==> src/rtl/alu_seq_if.sv <==
// Handshake bundle for alu_seq: operand/op transfer in, result with flags out.
// The master modport is the operand source / result sink side; slave is the ALU.
interface alu_seq_if #(
    parameter int W = 8
);
    logic         in_valid;
    logic         in_ready;
    logic [W-1:0] a;
    logic [W-1:0] b;
    logic [2:0]   op;
    logic         out_valid;
    logic         out_ready;
    logic [W-1:0] y;
    logic         zero;
    logic         carry;

    modport master (
        output in_valid, a, b, op, out_ready,
        input  in_ready, out_valid, y, zero, carry
    );

    modport slave (
        input  in_valid, a, b, op, out_ready,
        output in_ready, out_valid, y, zero, carry
    );
endinterface

==> src/rtl/alu_seq.sv <==
// Handshaked ALU: single-cycle add/sub/logic/shift ops plus a W-cycle shift-add
// multiply, with a one-entry registered result held until the sink accepts it.
module alu_seq #(
    parameter int W = 8
) (
    input  logic      clk,
    input  logic      rst,
    alu_seq_if.slave  bus
);
    localparam int SW = $clog2(W);
    localparam logic [SW-1:0] LAST_BIT = SW'(W - 1);

    typedef enum logic {IDLE, MUL} state_t;

    state_t         state_reg, state_next;
    logic [SW-1:0]  cnt_reg, cnt_next;
    logic [2*W-1:0] acc_reg, acc_next;
    logic [2*W-1:0] mcand_reg, mcand_next;
    logic [W-1:0]   mplier_reg, mplier_next;
    logic [W-1:0]   y_reg, y_next;
    logic           zero_reg, zero_next;
    logic           carry_reg, carry_next;
    logic           out_valid_reg, out_valid_next;

    logic           in_ready;
    logic           in_fire;
    logic           out_fire;
    logic [W-1:0]   alu_y;
    logic           alu_c;
    logic [W:0]     wide;
    logic [2*W-1:0] acc_sum;
    logic [SW-1:0]  sh;

    // A new transfer may land when the output slot is empty or draining this edge.
    assign in_ready = !rst && (state_reg == IDLE) && (!out_valid_reg || bus.out_ready);
    assign in_fire  = bus.in_valid && in_ready;
    assign out_fire = out_valid_reg && bus.out_ready;
    assign sh       = bus.b[SW-1:0];

    assign bus.in_ready  = in_ready;
    assign bus.out_valid = out_valid_reg;
    assign bus.y         = y_reg;
    assign bus.zero      = zero_reg;
    assign bus.carry     = carry_reg;

    // Single-cycle datapath; bit W of the widened result carries the flag.
    always_comb begin
        wide  = '0;
        alu_y = '0;
        alu_c = 1'b0;
        case (bus.op)
            3'b000: begin
                wide  = {1'b0, bus.a} + {1'b0, bus.b};
                alu_y = wide[W-1:0];
                alu_c = wide[W];
            end
            3'b001: begin
                wide  = {1'b0, bus.a} - {1'b0, bus.b};
                alu_y = wide[W-1:0];
                alu_c = wide[W];
            end
            3'b010: alu_y = bus.a & bus.b;
            3'b011: alu_y = bus.a | bus.b;
            3'b100: alu_y = bus.a ^ bus.b;
            3'b101: begin
                wide  = {1'b0, bus.a} << sh;
                alu_y = wide[W-1:0];
                alu_c = wide[W];
            end
            3'b110: begin
                // Guard bit below the LSB catches the last bit shifted out.
                wide  = {bus.a, 1'b0} >> sh;
                alu_y = wide[W:1];
                alu_c = wide[0];
            end
            default: begin
                alu_y = '0;
                alu_c = 1'b0;
            end
        endcase
    end

    always_comb begin
        state_next     = state_reg;
        cnt_next       = cnt_reg;
        acc_next       = acc_reg;
        mcand_next     = mcand_reg;
        mplier_next    = mplier_reg;
        y_next         = y_reg;
        zero_next      = zero_reg;
        carry_next     = carry_reg;
        out_valid_next = out_valid_reg;
        acc_sum        = acc_reg + (mplier_reg[0] ? mcand_reg : '0);

        if (out_fire) begin
            out_valid_next = 1'b0;
        end

        case (state_reg)
            IDLE: begin
                if (in_fire) begin
                    if (bus.op == 3'b111) begin
                        state_next  = MUL;
                        cnt_next    = '0;
                        acc_next    = '0;
                        mcand_next  = {{W{1'b0}}, bus.a};
                        mplier_next = bus.b;
                    end else begin
                        y_next         = alu_y;
                        zero_next      = (alu_y == '0);
                        carry_next     = alu_c;
                        out_valid_next = 1'b1;
                    end
                end
            end
            MUL: begin
                acc_next    = acc_sum;
                mcand_next  = mcand_reg << 1;
                mplier_next = mplier_reg >> 1;
                cnt_next    = cnt_reg + 1'b1;
                if (cnt_reg == LAST_BIT) begin
                    state_next     = IDLE;
                    cnt_next       = '0;
                    y_next         = acc_sum[W-1:0];
                    zero_next      = (acc_sum[W-1:0] == '0);
                    carry_next     = |acc_sum[2*W-1:W];
                    out_valid_next = 1'b1;
                end
            end
            default: state_next = IDLE;
        endcase
    end

    always_ff @(posedge clk) begin
        if (rst) begin
            state_reg     <= IDLE;
            cnt_reg       <= '0;
            acc_reg       <= '0;
            mcand_reg     <= '0;
            mplier_reg    <= '0;
            y_reg         <= '0;
            zero_reg      <= 1'b0;
            carry_reg     <= 1'b0;
            out_valid_reg <= 1'b0;
        end else begin
            state_reg     <= state_next;
            cnt_reg       <= cnt_next;
            acc_reg       <= acc_next;
            mcand_reg     <= mcand_next;
            mplier_reg    <= mplier_next;
            y_reg         <= y_next;
            zero_reg      <= zero_next;
            carry_reg     <= carry_next;
            out_valid_reg <= out_valid_next;
        end
    end
endmodule

==> src/flat_wrapper.sv <==
// flat-port wrapper written by rule: the top's interface ports become plain ports
module alu_seq_flat 
#(
    parameter int W = 8
)
  (clk, rst, bus_in_valid, bus_a, bus_b, bus_op, bus_out_ready, bus_in_ready, bus_out_valid, bus_y, bus_zero, bus_carry);
  alu_seq_if #(.W(W)) bus_i ();
  input  logic clk;
  input  logic rst;
  input wire logic [$bits(bus_i.in_valid)-1:0] bus_in_valid;
  input wire logic [$bits(bus_i.a)-1:0] bus_a;
  input wire logic [$bits(bus_i.b)-1:0] bus_b;
  input wire logic [$bits(bus_i.op)-1:0] bus_op;
  input wire logic [$bits(bus_i.out_ready)-1:0] bus_out_ready;
  output wire logic [$bits(bus_i.in_ready)-1:0] bus_in_ready;
  output wire logic [$bits(bus_i.out_valid)-1:0] bus_out_valid;
  output wire logic [$bits(bus_i.y)-1:0] bus_y;
  output wire logic [$bits(bus_i.zero)-1:0] bus_zero;
  output wire logic [$bits(bus_i.carry)-1:0] bus_carry;
  assign bus_i.in_valid = bus_in_valid;
  assign bus_i.a = bus_a;
  assign bus_i.b = bus_b;
  assign bus_i.op = bus_op;
  assign bus_i.out_ready = bus_out_ready;
  assign bus_in_ready = bus_i.in_ready;
  assign bus_out_valid = bus_i.out_valid;
  assign bus_y = bus_i.y;
  assign bus_zero = bus_i.zero;
  assign bus_carry = bus_i.carry;
  alu_seq #(.W(W)) u_core (.clk(clk), .rst(rst), .bus(bus_i));
endmodule
==> config.mk <==
export PLATFORM = sky130hd
export DESIGN_NAME = alu_seq_flat
export DESIGN_NICKNAME = d
export VERILOG_FILES = /design/src/rtl/alu_seq_if.sv /design/src/rtl/alu_seq.sv /design/src/flat_wrapper.sv
export SDC_FILE = /design/constraint.sdc
export NUM_CORES = 1
export LEC_CHECK = 0
export CAP_MARGIN = 20
export CELL_PAD_IN_SITES_DETAIL_PLACEMENT = 0
export CELL_PAD_IN_SITES_GLOBAL_PLACEMENT = 1
export CORE_MARGIN = 2
export CORE_UTILIZATION = 49
export CTS_BUF_LIST = sky130_fd_sc_hd__clkbuf_2 sky130_fd_sc_hd__clkbuf_4 sky130_fd_sc_hd__clkbuf_8
export DETAILED_ROUTE_END_ITERATION = 7
export GPL_TIMING_DRIVEN = 0
export PLACE_DENSITY = 0.95
export SYNTH_ARGS = -nofsm -noshare
export SYNTH_HDL_FRONTEND = slang
export SYNTH_SLANG_ARGS = --single-unit
==> constraint.sdc <==
create_clock -name clk -period 6.75 [get_ports clk]
set_input_delay 1.35 -clock clk [delete_from_list [all_inputs] [get_ports clk]]
set_output_delay 1.35 -clock clk [all_outputs]
set_load 0.05 [all_outputs]
# Yosys cells after proc, flatten, opt, wreduce, memory -nomap -nowiden
# Index checks and enable logic that the tools add are counted.
# W data, S select, Z words.
[totals]
register_bits = 55
latchBits = 0
ramBits = 0
rom_bits = 0
out_inout_bits = 12
wordCells = 81
memories = 0
[classes]
add_sub_neg = 4
n_mul = 0
n_div = 0
order_cmp = 0
n_eq_ne = 12
shifts = 2
muxes = 37
n_bitwise = 4
n_reduce_logical = 13
[op_table]
columns = ["op", "count"]
rows = [
  ["$mux W16", 5],
  ["$pmux W16 S2", 2],
  ["$pmux W8 S7", 1],
  ["$mux W8", 5],
  ["$pmux W8 S2", 2],
  ["$add A16 B16 Y16", 1],
  ["$logic_not A8 Y1", 2],
  ["$eq A3 B3 Y1 const B", 5],
  ["$mux W1", 13],
  ["$add A8 B8 Y9", 1],
  ["$mux W3", 3],
  ["$shl A8 B3 Y9", 1],
  ["$shr A9 B3 Y9", 1],
  ["$sub A8 B8 Y9", 1],
  ["$and A8 B8 Y8", 1],
  ["$or A8 B8 Y8", 1],
  ["$pmux W1 S2", 4],
  ["$reduce_or A8 Y1", 1],
  ["$xor A8 B8 Y8", 1],
  ["$eq A3 B2 Y1 const B", 2],
  ["$ne A2 B2 Y1 const B", 3],
  ["$pmux W3 S2", 1],
  ["$logic_and A1 B1 Y1", 4],
  ["$pmux W1 S4", 1],
  ["other kinds (9)", 10],
]

# Depth between registers and ports, before layout
# Gate-level depths: netlist of run 1.
[depth]
word_depth = 6
ltp_mapped = 12

# Least setup slack after synthesis of run 1
# No wires, ideal clock.
[synth_path]
path_type = "input-to-reg"
from = "input port bus_b[1]"
to = "register u_core.zero_reg, in the netlist u_core.bus.zero"
setup_time_ns = 0.117
arrival_time_ns = 3.473
slack_ns = 3.160
cell_stages = 12
path_buffers = 3
path_cell_list = "buf_4 buf_2 buf_2 inv_1 ha_1 o21bai_1 a21oi_1 o311ai_0 a21oi_1 o31ai_1 nor2_1 a32o_1"
[synth_via]
elab_chain_len = 6
elab_cells_between_ends = 12
[synth_lines]
columns = ["item", "line", "rtl"]
rows = [
  ["start: declaration", "flat_wrapper.sv:12", "input wire logic [$bits(bus_i.b)-1:0] bus_b;"],
  ["$sub A8 B8 Y9, or another cell as far along", "alu_seq.sv:58", "wide = {1'b0, bus.a} - {1'b0, bus.b};"],
  ["$pmux W8 S7 *", "alu_seq.sv:51", "case (bus.op)"],
  ["$logic_not A8 Y1 *", "alu_seq.sv:110", "zero_next = (alu_y == '0);"],
  ["$mux W1 *", "alu_seq.sv:102", "if (bus.op == 3'b111) begin"],
  ["$mux W1 *", "alu_seq.sv:101", "if (in_fire) begin"],
  ["$pmux W1 S2 *", "alu_seq.sv:99", "case (state_reg)"],
  ["end signal: assignment", "alu_seq.sv:152", "zero_reg <= zero_next;"],
  ["end: declaration", "alu_seq.sv:21", "logic zero_reg, zero_next;"],
]
# Every way passes the cells marked *; elsewhere a longest branch is shown, timed or not. The select of a mux whose other input is x is not followed.
# A chain may end at the register's enable or synchronous reset.

# Worst setup path after layout of run 1
# Ends and elaborated chain as after synthesis.

==> flow_metrics.tcl, run 1 <==
set metrics [dict create \
    clock_latency_ps 320 \
    crit_type "in -> reg" \
    htree_num_levels 2 \
    route.final.wire_length_um 14300 \
    worstReg2RegEnd "u_core.bus.carry$_SDFFE_PP0P_" \
    final_antenna_net_count 0 \
    finalSetupViolCount 0 \
    drive_gt1_frac 0.0522 \
    die_y_um 102 \
    cts_buffers 5 \
    end_kind "flop" \
    area_growth_pct 12.3 \
    final_core_util 0.572 \
    timing.final.ws_setup_ps 2000 \
    fmax_ghz 0.211 \
    status "completed" \
    ys.flop_type "dfxtp_1" \
    cts.sinks 55 \
    synth.area.top_cells "dfxtp_1 23%, ha_1 11%, a21oi_1 7.2%" \
    nets 718 \
    fp.dieW_um 102 \
    hp-start "u_core.bus.y[6]$_SDFFE_PP0P_" \
    post-cts-setup-buffers 0 \
    skew_ps 15.1 \
    ys_warn_count 0 \
    io_pins 35 \
    reg2reg_depth 10 \
    core_area_sq_um 9280 \
    synth-seq-area-share 0.233 \
    num_vias 4836 \
    dp_hpwl_um 11200 \
    clockBufferDepth 2 \
    grt_use_total 0.279 \
    yosys-top-cells-count "68 x a21oi_1, 63 x nand2_1, 55 x dfxtp_1" \
    critPathArrivalTime_ps 4950 \
    p_leak_nw 2.14 \
    crit_required_ps 6950 \
    cp-start-kind "input pin" \
    ctsHoldBuffers 0 \
    port-buffer-count 32 \
    cp_cell_sequence "clkdlybuf4s50_1 -> buf_4 -> buf_2 -> buf_2 -> inv_1 -> ha_1 -> o21bai_1 -> a21oi_1 -> o311ai_0 -> a21oi_1 -> o31ai_1 -> nor2_1 -> a32o_1" \
    num_antenna_cells 0 \
    gp_congestion 0.991 \
    fillers 915 \
    peakVddDrop_mv 0.0909 \
    synthCells 611 \
    cts-root-buf "clkbuf_8" \
    dieArea_sq_um 10500 \
    avgSynthCellArea_sq_um 7.74 \
    antenna_found_initial 0 \
    grt_max_degree 18 \
    cts-resized-gates 0 \
    rsz0062_at_grt "false" \
    cp_top_family "compound AO/OA/AOI/OAI gates" \
    synth_most_common_cell "a21oi_1" \
    r2r_slack_ps 3490 \
    routedWlPerCell_um 18.3 \
    hold_end "u_core.bus.y[6]$_SDFFE_PP0P_" \
    critPathBufInv 5 \
    finalCriticalPeriod_ps 4750 \
    slew_headroom 0.435 \
    slew_violations 0 \
    tns_ps 0 \
    syn_nets 679 \
    syn-cell-area_sq_um 4730 \
    grt_pass1_vias 4515 \
    slowest_delay_ps 590 \
    pre_cts_ws_ps 1800 \
    ff_latch_area_sq_um 1100 \
    power.density_nw_per_um2 137 \
    hold_violations 0 \
    rows 35 \
    grt_overflow 0 \
    ys_ff_latch 55 \
    clk_pin_slew_ps 100 \
    tightest_slew_ps 839 \
    r2r-start "u_core.mplier_reg[0]$_SDFFE_PP0P_" \
    dr.pass1.iters 5 \
    drt_iter0_drc 330 \
    hold_path.class "reg -> reg" \
    synth.top_cell.area_share 0.233 \
    postSynth.asyncResetShare 0 \
    initial_core_util 0.510 \
    route.detailed.drc 0 \
    hold_depth 2 \
    maxCapViolCount 0 \
    synth_area_leader_cell "dfxtp_1" \
    synth-edff-count 0 \
    grt_pass1_wl_um 23000 \
    cts_tree "built" \
    multiInputGateArea_sq_um 3340 \
    period_share 0.703 \
    vias_per_cell 6.20 \
    crit_slowest_cell "clkdlybuf4s50_1" \
    ys_types 64 \
    cp_max_fo 10 \
]
==> tightest hold or removal path, delay by kind of cell (launching register included) <==
kind	cells	cell delay (ps)
simple gates	1	50
compound gates	1	50
flops	1	320
==> per-stage QoR <==
step	hold slack (ps)	area, sq um	std cells	power, mW
floorplan	437	4730	611	0.469
global placement	439	5210	772	0.531
detailed placement	450	5210	772	0.535
CTS	462	5310	780	0.728
global route	473	5310	780	0.761
finish	457	5310	780	0.730
==> per-layer routing <==
layer / track usage / share of wire / up-vias / wire length [um]
li1: - / - / 2303 / -
met1: 0.399 / 0.46 / 2297 / 6500
met2: 0.445 / 0.45 / 217 / 6410
met3: 0.0445 / 0.081 / 19 / 1160
met4: 0.0574 / 0.014 / 0 / 195
met5: 0 / 0 / - / 0
==> cell type report <==
type	count	area share
Sequential cell	55	0.207
Multi-Input combinational cell	485	0.628
Inverter	31	0.0219
Timing Repair Buffer	32	0.0603
Clock buffer	6	0.0155
Clock inverter	2	0.00306
Buffer	40	0.0334
Tap cell	129	0.0304
==> where the power goes <==
group          internal [mW]  leakage (nW)  switching, mW
combinational         0.0753          1.65          0.124
sequential             0.329         0.444        0.00328
clock                 0.0841        0.0474          0.114
total                  0.489          2.14          0.241
==> kinds of logic (layout without fill, tap and decap cells) <==
family / after synthesis / after routing / share of synthesized area
AND/OR/NAND/NOR: 209 / 209 / 0.215
AO/OA/AOI/OAI: 191 / 191 / 0.265
buffers and inverters: 71 / 111 / 0.0621
flip-flops: 55 / 55 / 0.233
adder cells (fa/ha/maj): 45 / 45 / 0.124
multiplexers: 22 / 22 / 0.0677
XOR/XNOR: 18 / 18 / 0.0333
==> cells in the final DEF (no fill, tap or decap), types with 6 or more instances in the layout <==
cell type,synthesis,routed
nor2_1,42,42
nand2b_1,10,10
inv_1,31,31
xnor2_1,10,10
a211oi_1,12,12
a21oi_1,68,68
a21o_1,10,10
nor3_1,16,16
xor2_1,8,8
and3_1,14,14
o21bai_1,6,6
a22oi_1,21,21
o211ai_1,10,10
clkbuf_1,27,27
o21ai_0,19,19
dfxtp_1,55,55
and2_1,17,17
clkdlybuf4s50_1,0,32
a31oi_1,8,8
ha_1,42,42
buf_2,7,7
nand2_1,63,63
clkbuf_8,0,6
nand3_1,24,24
mux2i_1,14,14
==> worst max path at each step <==
stage	end	cells past startpoint	startpoint	slack, ps
3_3_place_gp	u_core.bus.zero$_SDFFE_PP0P_	13	bus_b[1]	1790
6_report	u_core.bus.zero$_SDFFE_PP0P_	13	bus_b[1]	2000
5_1_grt	u_core.bus.y[5]$_SDFFE_PP0P_	13	bus_b[1]	1700
4_1_cts	u_core.bus.zero$_SDFFE_PP0P_	13	bus_b[1]	2120
3_5_place_dp	u_core.bus.zero$_SDFFE_PP0P_	13	bus_b[1]	1800
2_1_floorplan	u_core.bus.zero$_SDFFE_PP0P_	12	bus_b[1]	3160
(Power assumes the default switching activity.)
==> run 2, diff against run 1 <==
--- a/config.mk
+++ b/config.mk
@@ -9,11 +9,11 @@
 export CELL_PAD_IN_SITES_DETAIL_PLACEMENT = 0
 export CELL_PAD_IN_SITES_GLOBAL_PLACEMENT = 1
 export CORE_MARGIN = 2
-export CORE_UTILIZATION = 49
+export CORE_UTILIZATION = 46
 export CTS_BUF_LIST = sky130_fd_sc_hd__clkbuf_2 sky130_fd_sc_hd__clkbuf_4 sky130_fd_sc_hd__clkbuf_8
 export DETAILED_ROUTE_END_ITERATION = 7
 export GPL_TIMING_DRIVEN = 0
-export PLACE_DENSITY = 0.95
+export PLACE_DENSITY = 0.9
 export SYNTH_ARGS = -nofsm -noshare
 export SYNTH_HDL_FRONTEND = slang
 export SYNTH_SLANG_ARGS = --single-unit
==> constraint.sdc (replaced) <==
create_clock -name clk -period 4.5 [get_ports clk]
set_input_delay 0.9 -clock clk [delete_from_list [all_inputs] [get_ports clk]]
set_output_delay 0.9 -clock clk [all_outputs]
set_load 0.05 [all_outputs]
==> run 2 against run 1 <==
Compared with the run above:
- combinational power is 50% higher
- wire length is 0.60% lower
- final area is 0.33% higher
- die area is 6.3% higher
==> flow_metrics.tcl, run 2 (synthesized netlist as in run 1, its figures left out) <==
set metrics [dict create \
    status "completed" \
    crit_slowest_cell "clkdlybuf4s50_1" \
    ff_latch_area_sq_um 1100 \
    period_share 0.918 \
    htree_num_levels 2 \
    cp_max_fo 10 \
    grt_use_total 0.254 \
    rows 37 \
    cp_cell_sequence "clkdlybuf4s50_1 -> buf_4 -> buf_2 -> buf_2 -> inv_1 -> ha_1 -> o21bai_1 -> a21oi_1 -> o311ai_0 -> a21oi_1 -> o31ai_2 -> nor2_1 -> a32o_1" \
    io_pins 35 \
    p_leak_nw 2.15 \
    cts-root-buf "clkbuf_8" \
    final_antenna_net_count 0 \
    ctsHoldBuffers 0 \
    route.detailed.drc 0 \
    gp_congestion 0.983 \
    clock_latency_ps 330 \
    critPathArrivalTime_ps 4360 \
    fillers 1006 \
    layout_common_cells "68 x a21oi_1, 63 x nand2_1, 55 x dfxtp_1" \
    vias_per_cell 6.10 \
    critPathBufInv 5 \
    initial_core_util 0.467 \
    dp_hpwl_um 11100 \
    cp_top_family "compound AO/OA/AOI/OAI gates" \
    drt_iter0_drc 347 \
    finalSetupViolCount 0 \
    final_core_util 0.526 \
    maxCapViolCount 0 \
    dieArea_sq_um 11100 \
    cts_tree "built" \
    clockBufferDepth 2 \
    grt_pass1_wl_um 22700 \
    grt_pass1_vias 4480 \
    tns_ps 0 \
    slew_violations 0 \
    skew_ps 16.1 \
    route.final.wire_length_um 14200 \
    slowest_delay_ps 610 \
    port-buffer-count 32 \
    crit_type "in -> reg" \
    drive_gt1_frac 0.0538 \
    rsz0062_at_grt "false" \
    fmax_ghz 0.242 \
    post-cts-setup-buffers 0 \
    hold_path.class "reg -> reg" \
    cts.sinks 55 \
    tightest_slew_ps 781 \
    pre_cts_ws_ps 1.77 \
    power.density_nw_per_um2 208 \
    end_kind "flop" \
    dr.pass1.iters 5 \
    nets 718 \
    antenna_found_initial 0 \
    core_area_sq_um 10100 \
    crit_required_ps 4720 \
    grt_overflow 0 \
    timing.final.ws_setup_ps 369 \
    cts_buffers 5 \
    hold_violations 0 \
    grt_max_degree 21 \
    routedWlPerCell_um 18.0 \
    cp-start-kind "input pin" \
    num_vias 4800 \
    area_growth_pct 12.6 \
    layout_commonest_cell "a21oi_1" \
    num_antenna_cells 0 \
    clk_pin_slew_ps 110 \
    fp.dieW_um 105 \
    finalCriticalPeriod_ps 4130 \
    peakVddDrop_mv 0.148 \
    die_y_um 105 \
    multiInputGateArea_sq_um 3340 \
    slew_headroom 0.474 \
]
-- run 2: through the flow --
stage / hold slack, ps / power [mW] / instances / area (sq um)
2_1_floorplan: 437 / 0.703 / 611 / 4730
5_1_grt: 480 / 1.16 / 787 / 5330
4_1_cts: 459 / 1.11 / 787 / 5330
6_report: 456 / 1.11 / 787 / 5330
3_5_place_dp: 445 / 0.802 / 779 / 5220
3_3_place_gp: 439 / 0.798 / 779 / 5220
-- run 2: worst paths after layout --
check | start | to | slack [ps] | depth (start not counted)
hold reg to reg | u_core.bus.y[4]$_SDFFE_PP0P_ | u_core.bus.y[4]$_SDFFE_PP0P_ | 460 | 2
setup / recovery | bus_b[1] | u_core.bus.zero$_SDFFE_PP0P_ | 370 | 13
hold / removal | u_core.bus.y[4]$_SDFFE_PP0P_ | u_core.bus.y[4]$_SDFFE_PP0P_ | 460 | 2
setup reg to reg | u_core.mplier_reg[0]$_SDFFE_PP0P_ | u_core.bus.carry$_SDFFE_PP0P_ | 1270 | 10
-- run 2: final cells by class --
class / count / area share
clock inverter: 3 / 0.00634
buffer: 40 / 0.0333
timing repair buffer: 32 / 0.0601
clock buffer: 5 / 0.0129
multi-input combinational: 485 / 0.627
tap: 136 / 0.0319
inverter: 31 / 0.0218
sequential: 55 / 0.207
-- run 2: what timing repair did --
item	in CTS	in global routing
hold endpoints to repair	0	0
endpoints found under the setup margin	0	1
gates resized for setup	0	1
-- run 2: power by group --
part	switching, mW	leakage (nW)	internal [mW]
combinational	0.184	1.65	0.113
sequential	0.00509	0.444	0.494
clock	0.195	0.0519	0.119
total	0.385	2.15	0.727
-- run 2: worst min-delay path, stage by stage (launching register included) --
cell and delay, ps:
dfxtp_1 320, nand2_1 50, a21oi_1 50
-- run 2: layer usage --
layer / up-vias / routed length [um] / global-route usage
met5: - / 0 / 0
met4: 0 / 277 / 0.0867
met3: 19 / 909 / 0.0439
met2: 164 / 6250 / 0.394
met1: 2311 / 6730 / 0.357
li1: 2306 / - / -
==> run 3, diff against run 2 <==
--- a/config.mk
+++ b/config.mk
@@ -11,8 +11,11 @@
 export CORE_MARGIN = 2
 export CORE_UTILIZATION = 46
 export CTS_BUF_LIST = sky130_fd_sc_hd__clkbuf_2 sky130_fd_sc_hd__clkbuf_4 sky130_fd_sc_hd__clkbuf_8
+export CTS_CLUSTER_SIZE = 10
 export DETAILED_ROUTE_END_ITERATION = 7
+export GPL_ROUTABILITY_DRIVEN = 1
 export GPL_TIMING_DRIVEN = 0
+export MAX_ROUTING_LAYER = met4
 export PLACE_DENSITY = 0.9
 export SYNTH_ARGS = -nofsm -noshare
 export SYNTH_HDL_FRONTEND = slang
==> run 3 against run 2 <==
Compared with the run above:
- clock-buffer cell count unchanged
- largest power group unchanged
- sequential power about the same
- sequential share of layout area about the same
- global-route usage up 1.3 points
- critical endpoint unchanged
- hold slack better by 0.81 ps
- final area about the same
- critical path depth unchanged
==> flow_metrics.tcl, run 3 (synthesized netlist as in run 1, its figures left out) <==
set metrics [dict create \
    gp_congestion 0.997 \
    grt_pass1_wl_um 23100 \
    cts_tree "built" \
    cts.sinks 55 \
    num_antenna_cells 0 \
    grt_overflow 0 \
    slew_violations 0 \
    tightest_slew_ps 720 \
    finalCriticalPeriod_ps 4300 \
    maxCapViolCount 0 \
    post-cts-setup-buffers 0 \
    area_growth_pct 12.5 \
    dpl_cell_area_sq_um 5220 \
    route.detailed.drc 0 \
    cp_max_fo 10 \
    layout_common_cells "68 x a21oi_1, 63 x nand2_1, 55 x dfxtp_1" \
    initial_core_util 0.467 \
    hold_violations 0 \
    vias_per_cell 6.04 \
    p_switching_mw 0.385 \
    routedWlPerCell_um 18.3 \
    slew_headroom 0.516 \
    r2r_slack_ps 1350 \
    rsz0062_at_grt "false" \
    drive_gt1_frac 0.0522 \
    critPathArrivalTime_ps 4530 \
    power.share.switching 0.346 \
    status "completed" \
    crit_type "in -> reg" \
    grt_max_degree 21 \
    finalSetupViolCount 0 \
    clk_pin_slew_ps 110 \
    htree_num_levels 2 \
    grt_pass1_vias 4495 \
    cts-root-buf "clkbuf_8" \
    pwr-share-clk 0.280 \
    fmax_ghz 0.232 \
    num_vias 4757 \
    p_int_mw 0.726 \
    ctsHoldBuffers 0 \
    crit_path_start "bus_b[1]" \
    fp.dieW_um 105 \
    cts-resized-gates 0 \
    end_kind "flop" \
    io_pins 35 \
    antenna_found_initial 0 \
    cp-start-kind "input pin" \
    rows 37 \
    port-buffer-count 32 \
    final_core_util 0.525 \
    cts_buffers 5 \
    route.final.wire_length_um 14400 \
    drt_iter0_drc 288 \
    dieArea_sq_um 11100 \
    skew_ps 20.1 \
    core_area_sq_um 10100 \
    clockBufferDepth 2 \
    nets 718 \
    dr.pass1.iters 5 \
    tns_ps 0 \
    grt_use_total 0.267 \
    final_area_sq_um 5330 \
    dp_hpwl_um 11200 \
    period_share 0.957 \
    clock_latency_ps 330 \
    peakVddDrop_mv 0.119 \
    layout_commonest_cell "a21oi_1" \
    crit_required_ps 4720 \
    fin_total_pwr_mw 1.11 \
    power.density_nw_per_um2 209 \
    die_y_um 105 \
    final_antenna_net_count 0 \
    comb_power_share 0.270 \
    fin_hold_ws_ps 457 \
    r2r-start "u_core.mplier_reg[0]$_SDFFE_PP0P_" \
    hold_path.class "reg -> reg" \
    p_leak_nw 2.15 \
    pwr-share-seq 0.450 \
    hp-start "u_core.bus.y[5]$_SDFFE_PP0P_" \
]
==> run 3: power by group through the flow <==
stage	clock [mW]	sequential, mW	combinational, mW
3_3_place_gp	0	0.510	0.290
4_1_cts	0.312	0.499	0.294
6_report	0.311	0.499	0.300
5_1_grt	0.335	0.501	0.323
2_1_floorplan	0	0.527	0.176
3_5_place_dp	0	0.510	0.293
==> run 3: metrics by stage <==
stage | instances | setup slack, ps
after floorplan | 611 | 1360
after global placement | 779 | 52.0
after detailed placement | 779 | -2.14
after CTS | 787 | 335
after global routing | 787 | 60.0
final | 787 | 195
==> run 3: final cells by class <==
cell class	instances	area [sq um]
clock buffer	5	68.8
sequential	55	1100
clock inverter	3	33.8
timing repair buffer	32	320
inverter	31	116
tap	136	170
buffer	40	178
multi-input combinational	485	3340
fill	992	4810
==> run 3: path summary, 6_finish.rpt <==
check,to,depth (start not counted)
hold / removal,u_core.bus.y[5]$_SDFFE_PP0P_,2
hold reg to reg,u_core.bus.y[5]$_SDFFE_PP0P_,2
setup reg to reg,u_core.bus.zero$_SDFFE_PP0P_,9
setup / recovery,u_core.bus.zero$_SDFFE_PP0P_,13
==> run 3: layer usage <==
layer | GRT usage | part of all wire | vias up
met5 | - | 0 | -
met4 | 0.0505 | 0.0087 | 0
met3 | 0.0396 | 0.066 | 12
met2 | 0.422 | 0.46 | 167
met1 | 0.367 | 0.47 | 2267
li1 | - | - | 2311
==> run 3: worst max-delay path: stages <==
cell,delay [ps]
clkdlybuf4s50_1,600
buf_4,210
buf_2,250
buf_2,300
inv_1,100
ha_1,350
o21bai_1,220
a21oi_1,140
o311ai_0,430
a21oi_1,130
o31ai_1,500
nor2_1,110
a32o_1,280
==> RTL change (config.mk and constraints of run 1) <==
`W` is set to 8 in 3 places; all go to 4.
--- a/src/rtl/alu_seq_if.sv
+++ b/src/rtl/alu_seq_if.sv
@@ -1,7 +1,7 @@
 // Handshake bundle for alu_seq: operand/op transfer in, result with flags out.
 // The master modport is the operand source / result sink side; slave is the ALU.
 interface alu_seq_if #(
-    parameter int W = 8
+    parameter int W = 4
 );
     logic         in_valid;
     logic         in_ready;
--- a/src/rtl/alu_seq.sv
+++ b/src/rtl/alu_seq.sv
@@ -1,7 +1,7 @@
 // Handshaked ALU: single-cycle add/sub/logic/shift ops plus a W-cycle shift-add
 // multiply, with a one-entry registered result held until the sink accepts it.
 module alu_seq #(
-    parameter int W = 8
+    parameter int W = 4
 ) (
     input  logic      clk,
     input  logic      rst,
--- a/src/flat_wrapper.sv
+++ b/src/flat_wrapper.sv
@@ -1,7 +1,7 @@
 // flat-port wrapper written by rule: the top's interface ports become plain ports
 module alu_seq_flat 
 #(
-    parameter int W = 8
+    parameter int W = 4
 )
   (clk, rst, bus_in_valid, bus_a, bus_b, bus_op, bus_out_ready, bus_in_ready, bus_out_valid, bus_y, bus_zero, bus_carry);
   alu_seq_if #(.W(W)) bus_i ();
Interface: changed (resized bus_a, bus_b and bus_y); port bits go from 35 to 23. No check against the original RTL was run, so the function may have changed too.
==> RTL change against run 1 <==
Worst hold slack barely moved. Final area down 47%. Sequential cell count is 25 lower. Via count decreased by 52%. Power decreased by 36%. Global-route usage decreased by 3.3 points. Synthesized area down 49%. Die area down 47%. Routed wire length fell by 56%. Fmax is 12% higher. Synthesized cell count fell by 50%. Worst setup slack improved by 0.50 ns. Critical path type is now input port to output port. Largest cell class unchanged.
==> RTL change: results (changes against run 1) <==
peak supply drop 0.07656 mV (was 0.09089 mV); met2 GRT Util 0.3795 (was 0.4448); met2 wire len 2.841 mm (was 6.405 mm); number of I/O port buffers 20 (was 32); placed insts 391 (was 772); all-layer global routing usage 0.2455 (was 0.2786); Top Layer Used met4 (unchanged); Commonest cells post-synth a21oi_1, nor2_1, dfxtp_1, nand2_1, ha_1 (was a21oi_1, nand2_1, dfxtp_1, ha_1, nor2_1); NetSw 0.1288 mW (was 0.2410 mW); post-layout net count 370 (was 718); layout cell share with drive strength beyond 1 0.09063 (was 0.05223); met3 Use GR 0.04336 (was 0.04446); first-pass GRT wire length 10.34 mm (was 23.04 mm); Avg WL per Cell 15.62 um (was 18.28 um); crit-path leading delay family buffers and inverters (was compound AO/OA/AOI/OAI gates); Pleak 1.134 nW (was 2.144 nW); FILL cells 467 (was 915); Comb. pwr 0.101 mW (was 0.199 mW); worst endpoint data arrival time 2.89 ns (was 4.95 ns); Met3 Routed Length 311 um (was 1.158 mm); clk_lat worst skew 0.28 ns (was 0.32 ns); outcome finished clean (unchanged); largest net degree at the start of global routing 11 (was 18); metal1 wirelength 2.960 mm (was 6.495 mm); GR Util met1 0.3452 (was 0.3992); vias in the first global route 2189 (was 4515); Synth area leaders dfxtp_1, ha_1, a21oi_1 (unchanged); Clk power 0.185 mW (was 0.198 mW); clk_skew 0.005842 ns (was 0.01515 ns); area grow syn2layout 16.31% (was 12.27%); top cell type's share of synthesized area 0.2470 (was 0.2327); synth unique cells 55 (was 64); via count 2321 (was 4836); Reg clk slew, reported paths 0.06 ns (was 0.10 ns); Max FO, Critical Path 3 (was 10); Placed Area 0.002715 sq mm (was 0.005214 sq mm); worst slack, placed 2.513 ns (was 1.798 ns); CP peak stage delay 0.79 ns (was 0.59 ns); syn_nets 343 (was 679); Initial DRC Count 140 (was 330); max_slew headroom 0.6168 (was 0.4347); vias per cell 5.832 (was 6.200); GPL Wtd Cong 0.9013 (was 0.9909)
==> RTL change: area by class of cell <==
class | instances | area share
buffer | 18 | 0.03938
clock buffer | 6 | 0.02920
clock inverter | 1 | 0.01062
inverter | 21 | 0.02788
multi-input combinational | 235 | 0.5801
sequential | 30 | 0.2124
tap | 67 | 0.02965
timing repair buffer | 20 | 0.07080
==> RTL change: final timing paths <==
path                             start              endpoint  depth (start not counted)  slack [ns]
setup / recovery                   rst          bus_in_ready                          4        2.51
hold / removal    u_core.mplier_reg[1]  u_core.mplier_reg[1]                          2        0.46
setup reg to reg  u_core.mplier_reg[0]      u_core.bus.carry                         10        4.25
hold reg to reg   u_core.mplier_reg[1]  u_core.mplier_reg[1]                          2        0.46
==> RTL change: logic make-up after synthesis <==
logic type                 Yosys count  share of synthesized area
AOI/OAI and AO/OA                   83                     0.2357
xor gates and xnor gates             8                    0.02882
and+or+nand+nor                    111                     0.2383
DFF                                 30                     0.2470
muxes                                9                    0.03911
adders and majority gates           24                     0.1328
buffers and inverters               39                    0.07822
